===== src/rtl/spi_byte_master_pkg.sv =====
// Shared types and helpers for the SPI byte master.
package spi_byte_master_pkg;

  localparam int unsigned BYTE_W    = 8;
  localparam int unsigned MAX_BYTES = 4;
  localparam int unsigned DATA_W    = BYTE_W * MAX_BYTES;

  typedef enum logic [2:0] {
    StIdle,
    StCsSetup,
    StTx,
    StRx,
    StCsHold,
    StDone
  } state_e;

  // Requests above capacity saturate at MAX_BYTES.
  function automatic logic [2:0] clamp_count(input logic [3:0] cnt);
    return (cnt > 4'(MAX_BYTES)) ? 3'(MAX_BYTES) : cnt[2:0];
  endfunction

endpackage


===== src/rtl/spi_sck_gen.sv =====
// SCK generator: half-period counter that toggles the SCK phase every CLK_DIV clocks while run.
module spi_sck_gen #(
  parameter int unsigned CLK_DIV = 50
) (
  input  logic clk_in,
  input  logic rst_n,
  input  logic run,
  output logic sck,
  output logic rise_tick,
  output logic fall_tick
);

  localparam int unsigned CntW = $clog2(CLK_DIV);

  logic [CntW-1:0] cnt_q, cnt_d;
  logic            phase_q, phase_d;
  logic            wrap;

  assign wrap = run && (cnt_q == CntW'(CLK_DIV - 1));

  always_comb begin
    cnt_d   = cnt_q;
    phase_d = phase_q;
    if (!run) begin
      cnt_d   = '0;
      phase_d = 1'b0;
    end else if (wrap) begin
      cnt_d   = '0;
      phase_d = ~phase_q;
    end else begin
      cnt_d = cnt_q + 1'b1;
    end
  end

  always_ff @(posedge clk_in or negedge rst_n) begin
    if (!rst_n) begin
      cnt_q   <= '0;
      phase_q <= 1'b0;
    end else begin
      cnt_q   <= cnt_d;
      phase_q <= phase_d;
    end
  end

  assign sck       = phase_q;
  assign rise_tick = wrap & ~phase_q;
  assign fall_tick = wrap & phase_q;

endmodule


===== src/rtl/spi_byte_master.sv =====
// Byte-oriented SPI master (mode 1, MSB first): up to 4 tx bytes then up to 4 rx bytes per transfer.
// Define SPI_LOOPBACK_EN to feed the rx sampler from mosi instead of the miso pin.
module spi_byte_master
  import spi_byte_master_pkg::*;
#(
  parameter int unsigned CLK_DIV = 50
) (
  input  logic              clk_in,
  input  logic              rst_n,
  input  logic              start_trans,
  input  logic [3:0]        in_bytes_count,
  input  logic [3:0]        out_bytes_count,
  input  logic [DATA_W-1:0] in_bytes,
  input  logic              miso,
  output logic              sck_out,
  output logic              mosi,
  output logic              cs,
  output logic [DATA_W-1:0] out_bytes,
  output logic              trans_done
);

  localparam int unsigned WaitW = $clog2(CLK_DIV);

  state_e              state_q, state_d;
  logic [DATA_W-1:0]   tx_q, tx_d;
  logic [DATA_W-1:0]   rx_q, rx_d;
  logic [DATA_W-1:0]   out_q, out_d;
  logic [2:0]          ntx_q, ntx_d;
  logic [2:0]          nrx_q, nrx_d;
  logic [4:0]          bit_cnt_q, bit_cnt_d;
  logic [WaitW-1:0]    wait_q, wait_d;
  logic                mosi_q, mosi_d;
  logic                cs_q, cs_d;
  logic                done_q, done_d;
  logic [1:0]          sync_q;
  logic                prev_q;

  logic start_edge, sck_run, rise_tick, fall_tick, sck_lvl;
  logic wait_end, last_tx, last_rx, din;
  logic [5:0] tx_bits, rx_bits;

  assign start_edge = sync_q[1] & ~prev_q;
  assign sck_run    = (state_q == StTx) || (state_q == StRx);
  assign wait_end   = (wait_q == WaitW'(CLK_DIV - 1));
  assign tx_bits    = {ntx_q, 3'b000};
  assign rx_bits    = {nrx_q, 3'b000};
  assign last_tx    = ({1'b0, bit_cnt_q} == tx_bits - 6'd1);
  assign last_rx    = ({1'b0, bit_cnt_q} == rx_bits - 6'd1);

`ifdef SPI_LOOPBACK_EN
  assign din = mosi_q;
`else
  assign din = miso;
`endif

  spi_sck_gen #(
    .CLK_DIV (CLK_DIV)
  ) u_sck_gen (
    .clk_in    (clk_in),
    .rst_n     (rst_n),
    .run       (sck_run),
    .sck       (sck_lvl),
    .rise_tick (rise_tick),
    .fall_tick (fall_tick)
  );

  always_comb begin
    state_d   = state_q;
    tx_d      = tx_q;
    rx_d      = rx_q;
    out_d     = out_q;
    ntx_d     = ntx_q;
    nrx_d     = nrx_q;
    bit_cnt_d = bit_cnt_q;
    wait_d    = wait_q;
    mosi_d    = mosi_q;

    unique case (state_q)
      StIdle: begin
        if (start_edge) begin
          tx_d      = in_bytes;
          ntx_d     = clamp_count(in_bytes_count);
          nrx_d     = clamp_count(out_bytes_count);
          rx_d      = '0;
          bit_cnt_d = '0;
          wait_d    = '0;
          if (ntx_d == 3'd0 && nrx_d == 3'd0) begin
            out_d   = '0;
            state_d = StDone;
          end else begin
            state_d = StCsSetup;
          end
        end
      end
      StCsSetup: begin
        if (wait_end) begin
          wait_d  = '0;
          state_d = (ntx_q != 3'd0) ? StTx : StRx;
        end else begin
          wait_d = wait_q + 1'b1;
        end
      end
      StTx: begin
        // Byte index in the upper count bits, MSB-first bit index in the lower three.
        if (rise_tick) mosi_d = tx_q[{bit_cnt_q[4:3], ~bit_cnt_q[2:0]}];
        if (fall_tick) begin
          if (last_tx) begin
            bit_cnt_d = '0;
            state_d   = (nrx_q != 3'd0) ? StRx : StCsHold;
          end else begin
            bit_cnt_d = bit_cnt_q + 1'b1;
          end
        end
      end
      StRx: begin
        if (rise_tick) mosi_d = 1'b0;
        if (fall_tick) begin
          rx_d = {rx_q[DATA_W-2:0], din};
          if (last_rx) begin
            bit_cnt_d = '0;
            state_d   = StCsHold;
          end else begin
            bit_cnt_d = bit_cnt_q + 1'b1;
          end
        end
      end
      StCsHold: begin
        if (wait_end) begin
          wait_d  = '0;
          mosi_d  = 1'b0;
          out_d   = rx_q;
          state_d = StDone;
        end else begin
          wait_d = wait_q + 1'b1;
        end
      end
      StDone:  state_d = StIdle;
      default: state_d = StIdle;
    endcase

    cs_d   = (state_d == StCsSetup) || (state_d == StTx) ||
             (state_d == StRx) || (state_d == StCsHold);
    done_d = (state_d == StDone);
  end

  always_ff @(posedge clk_in or negedge rst_n) begin
    if (!rst_n) begin
      state_q   <= StIdle;
      tx_q      <= '0;
      rx_q      <= '0;
      out_q     <= '0;
      ntx_q     <= '0;
      nrx_q     <= '0;
      bit_cnt_q <= '0;
      wait_q    <= '0;
      mosi_q    <= 1'b0;
      cs_q      <= 1'b0;
      done_q    <= 1'b0;
      sync_q    <= '0;
      prev_q    <= 1'b0;
    end else begin
      state_q   <= state_d;
      tx_q      <= tx_d;
      rx_q      <= rx_d;
      out_q     <= out_d;
      ntx_q     <= ntx_d;
      nrx_q     <= nrx_d;
      bit_cnt_q <= bit_cnt_d;
      wait_q    <= wait_d;
      mosi_q    <= mosi_d;
      cs_q      <= cs_d;
      done_q    <= done_d;
      sync_q    <= {sync_q[0], start_trans};
      prev_q    <= sync_q[1];
    end
  end

  assign sck_out    = sck_lvl;
  assign mosi       = mosi_q;
  assign cs         = cs_q;
  assign out_bytes  = out_q;
  assign trans_done = done_q;

endmodule


===== config.mk =====
export PLATFORM = sky130hd
export DESIGN_NAME = spi_byte_master
export DESIGN_NICKNAME = d
export VERILOG_FILES = /design/src/rtl/spi_byte_master_pkg.sv /design/src/rtl/spi_sck_gen.sv /design/src/rtl/spi_byte_master.sv
export SDC_FILE = /design/constraint.sdc
export NUM_CORES = 1
export LEC_CHECK = 0
export ABC_AREA = 1
export CAP_MARGIN = 10
export CORE_UTILIZATION = 50
export CTS_CLUSTER_SIZE = 24
export DETAILED_ROUTE_END_ITERATION = 16
export PLACE_DENSITY = 0.84
export SLEW_MARGIN = 5
export SYNTH_ARGS = -nofsm -noshare
export SYNTH_HDL_FRONTEND = slang
export SYNTH_SLANG_ARGS = --single-unit

===== constraint.sdc =====
create_clock -name clk_in -period 4.4 [get_ports clk_in]
set_clock_uncertainty 0.05 [all_clocks]
set_input_delay 1.1 -clock clk_in [delete_from_list [all_inputs] [get_ports clk_in]]
set_output_delay 1.1 -clock clk_in [all_outputs]
set_load 0.02 [all_outputs]

==> results.toml <==
[outcome]
status = "finished, violations left"
violations = "DRC"

[global_route]
grt_pass1_vias = 4620
use_met3_pct = 5.52
use_met2_pct = 36.6
met1_usage_pct = 27.2
grt_pass1_wl_mm = 21.6
antenna_found_initial = 0
grt_max_degree = 62
grt_util_all_layers_pct = 21.9
grt_busiest_layer = "met2"
grt_overflow = 0

[timing]
fin_ws_ns = 1.52
slew_viol_final = 0
relSlewSlack_pct = 38.9
worst_pin_slew_ns = 0.913
setup-tns-final_ns = 0
whs_ns = 0.310
hold_viol_final = 0
finalCritPeriodShare_pct = 65.5
fmax_mhz = 347
period_minus_slack_ns = 2.88
finalSetupViolCount = 0
rsz0062_at_grt = "false"

[synth]
synthArstFlopShare_pct = 100
syn_avg_cell_area_sq_um = 9.12
synth_xor_area_share_pct = 0.586
synth_simple_gate_area_share_pct = 20.3
synth_ff_type = "dfrtp_1"
synth_edf_count = 0
synth.cell_area_sq_mm = 0.00597
synth_cell_types = 35
synth_compound_area_share_pct = 15.6
ys_seq_elements = 129
ys_warn_count = 0
postSynthNetCount = 708
synth-adder-area-share_pct = 1.88
yosysSeqAreaShare_pct = 54.0
synth_top_family_by_area = "simple AND/OR/NAND/NOR gates"
muxShareOfSynthArea_pct = 0
syn_inst = 655

[detailed_routing]
ant_nets = 0
drt_iter0_drc = 361
viasPerCell = 5.36
dr.pass1.iters = 11
totalWireLength_mm = 12.7
num_vias = 4740
drc_errors = 6
wl_per_cell_um = 14.3

[pwr]
ir_drop_uv = 266
leakagePower_nw = 3.39
finalPower_mw = 2.59
p_per_area_mw_per_mm2 = 350

[die]
coreArea_sq_mm = 0.0115
io_pins = 80
die-area_sq_mm = 0.0124
die_h_um = 111
start_util_pct = 51.9
std_cell_rows = 39
die_w_um = 111

[cts]
cts_setup_buffers = 0
hold_buffers = 0
cts.sinks = 129
clock_path_buffers = 2
path_clk_slew_ns = 0.06
post_cts_resized = 0
cts_tree = "built"
numCtsBuffers = 17
clock_latency_ns = 0.42
cts-root-buf = "clkbuf_16"
htreeDepth = 4

[finish]
final_util_pct = 64.1
fin_cells = 885
syn_to_final_growth_pct = 23.6
drive_above_1_share_pct = 12.7
fin_area_sq_mm = 0.00738
final_nets = 782
diodes = 0

[placed_design]
gp_congestion = 0.845
place_ws_ns = 1.13
hpwl_mm = 8.35
placed_area_sq_mm = 0.00681
io_buffer_count = 79
dp.cells = 853

[flow_run]
cap_violations = 0

[setup_path]
cp_slowest_cell = "clkdlybuf4s50_1"
critPathCaptureType = "flop"
arrival_ns = 3.13
reg2reg_slack_ns = 1.63
start_kind = "primary input"
r2r_start = "state_q[1]"
crit_start = "in_bytes_count[1]"
slowest_delay_ns = 0.44
critPathRequiredTime_ns = 4.65
cp_max_fo = 41
crit_chain = "clkdlybuf4s50_1 > nor2_1 > nand4_1 > nand2_1 > nand2_2 > buf_4 > o31ai_1"
crit_type = "in2reg"

[min_path]
min_path_type = "reg2reg"
hold_start = "sync_q[0]"
-- worst max-delay path, delay by kind of cell --
kind / cells / cell delay (ns)
AOI/OAI and AO/OA: 1 / 0.26
and+or+nand+nor: 4 / 0.90
buffers and inverters: 2 / 0.86
-- where the power goes --
part           switching [mW]  internal (mW)
sequential           0.000584           1.19
combinational          0.0312         0.0351
clock                   0.498          0.833
-- cell usage in the layout, fill, tap and decap left out, types with 2 or more instances in the layout --
| master | n |
|---|---|
| nand3_1 | 23 |
| nor3_1 | 6 |
| o31ai_2 | 5 |
| dfrtp_1 | 129 |
| nand4_1 | 2 |
| inv_1 | 66 |
| and3_1 | 2 |
| o31ai_1 | 28 |
| ha_1 | 9 |
| clkbuf_1 | 2 |
| nor3b_1 | 2 |
| xor2_1 | 2 |
| nor2_4 | 2 |
| a21oi_1 | 19 |
| nor2_1 | 44 |
| o21ai_0 | 27 |
| inv_2 | 11 |
| o21ai_1 | 4 |
| buf_4 | 5 |
| clkinv_2 | 5 |
| o22ai_2 | 30 |
| clkbuf_8 | 4 |
| nand2_1 | 197 |
| nand2_2 | 5 |
| clkdlybuf4s50_1 | 78 |
| xnor2_1 | 2 |
| nor2_2 | 3 |
| clkbuf_16 | 17 |
-- worst paths after layout --
kind	end	cells after the start
worst max-delay path	out_bytes[2]	7
worst max register to register	out_bytes[2]	8
worst min register to register	sync_q[1]	0
max in group asynchronous	out_bytes[20]	2
worst min-delay path	sync_q[1]	0
min in group asynchronous	out_bytes[13]	1
-- sequential cells by signal (all words and copies together) (netlist names) --
| name | flops |
|---|---|
| wait_q | 6 |
| rx_q | 32 |
| bit_cnt_q | 5 |
| u_sck_gen.cnt_q | 6 |
| tx_q | 32 |
| ntx_q | 3 |
| state_q | 3 |
| cs | 1 |
| nrx_q | 3 |
| sync_q | 2 |
| trans_done | 1 |
| u_sck_gen.sck | 1 |
| prev_q | 1 |
| out_bytes | 32 |
| mosi | 1 |
-- cell usage after synthesis (all sizes together), types with 2 or more instances --
master | instances | share of area [%]
o31ai | 33 | 4.6
and3 | 2 | 0.21
xor2 | 2 | 0.29
nand2 | 202 | 13
ha | 9 | 1.9
nor3 | 6 | 0.50
dfrtp | 129 | 54
nand3 | 23 | 1.9
inv | 77 | 4.8
a21oi | 20 | 1.7
o21ai | 31 | 2.6
nor3b | 2 | 0.25
nand4 | 3 | 0.57
clkbuf | 14 | 0.88
buf | 14 | 1.8
nor2 | 50 | 3.8
xnor2 | 2 | 0.29
o22ai | 31 | 6.4
-- area by class of cell --
class	instances	area, sq um
Fill cell	890	4130
Sequential cell	129	3230
Multi-Input combinational cell	421	2300
Timing Repair Buffer	83	818
Clock buffer	23	488
Inverter	77	289
Tap cell	143	179
Clock inverter	9	80.1
-- cell families after synthesis --
logic type | Yosys count
DFF | 129
xor gates and xnor gates | 4
buffers and inverters | 105
AOI/OAI and AO/OA | 118
and+or+nand+nor | 290
adders and majority gates | 9
-- per-layer routing --
layer / up-vias / wire [um]
li1: 2272 / -
met1: 2308 / 5430
met2: 141 / 6410
met3: 19 / 620
met4: 0 / 215
met5: - / 0
No activity file was read; power rests on OpenSTA's default activity.
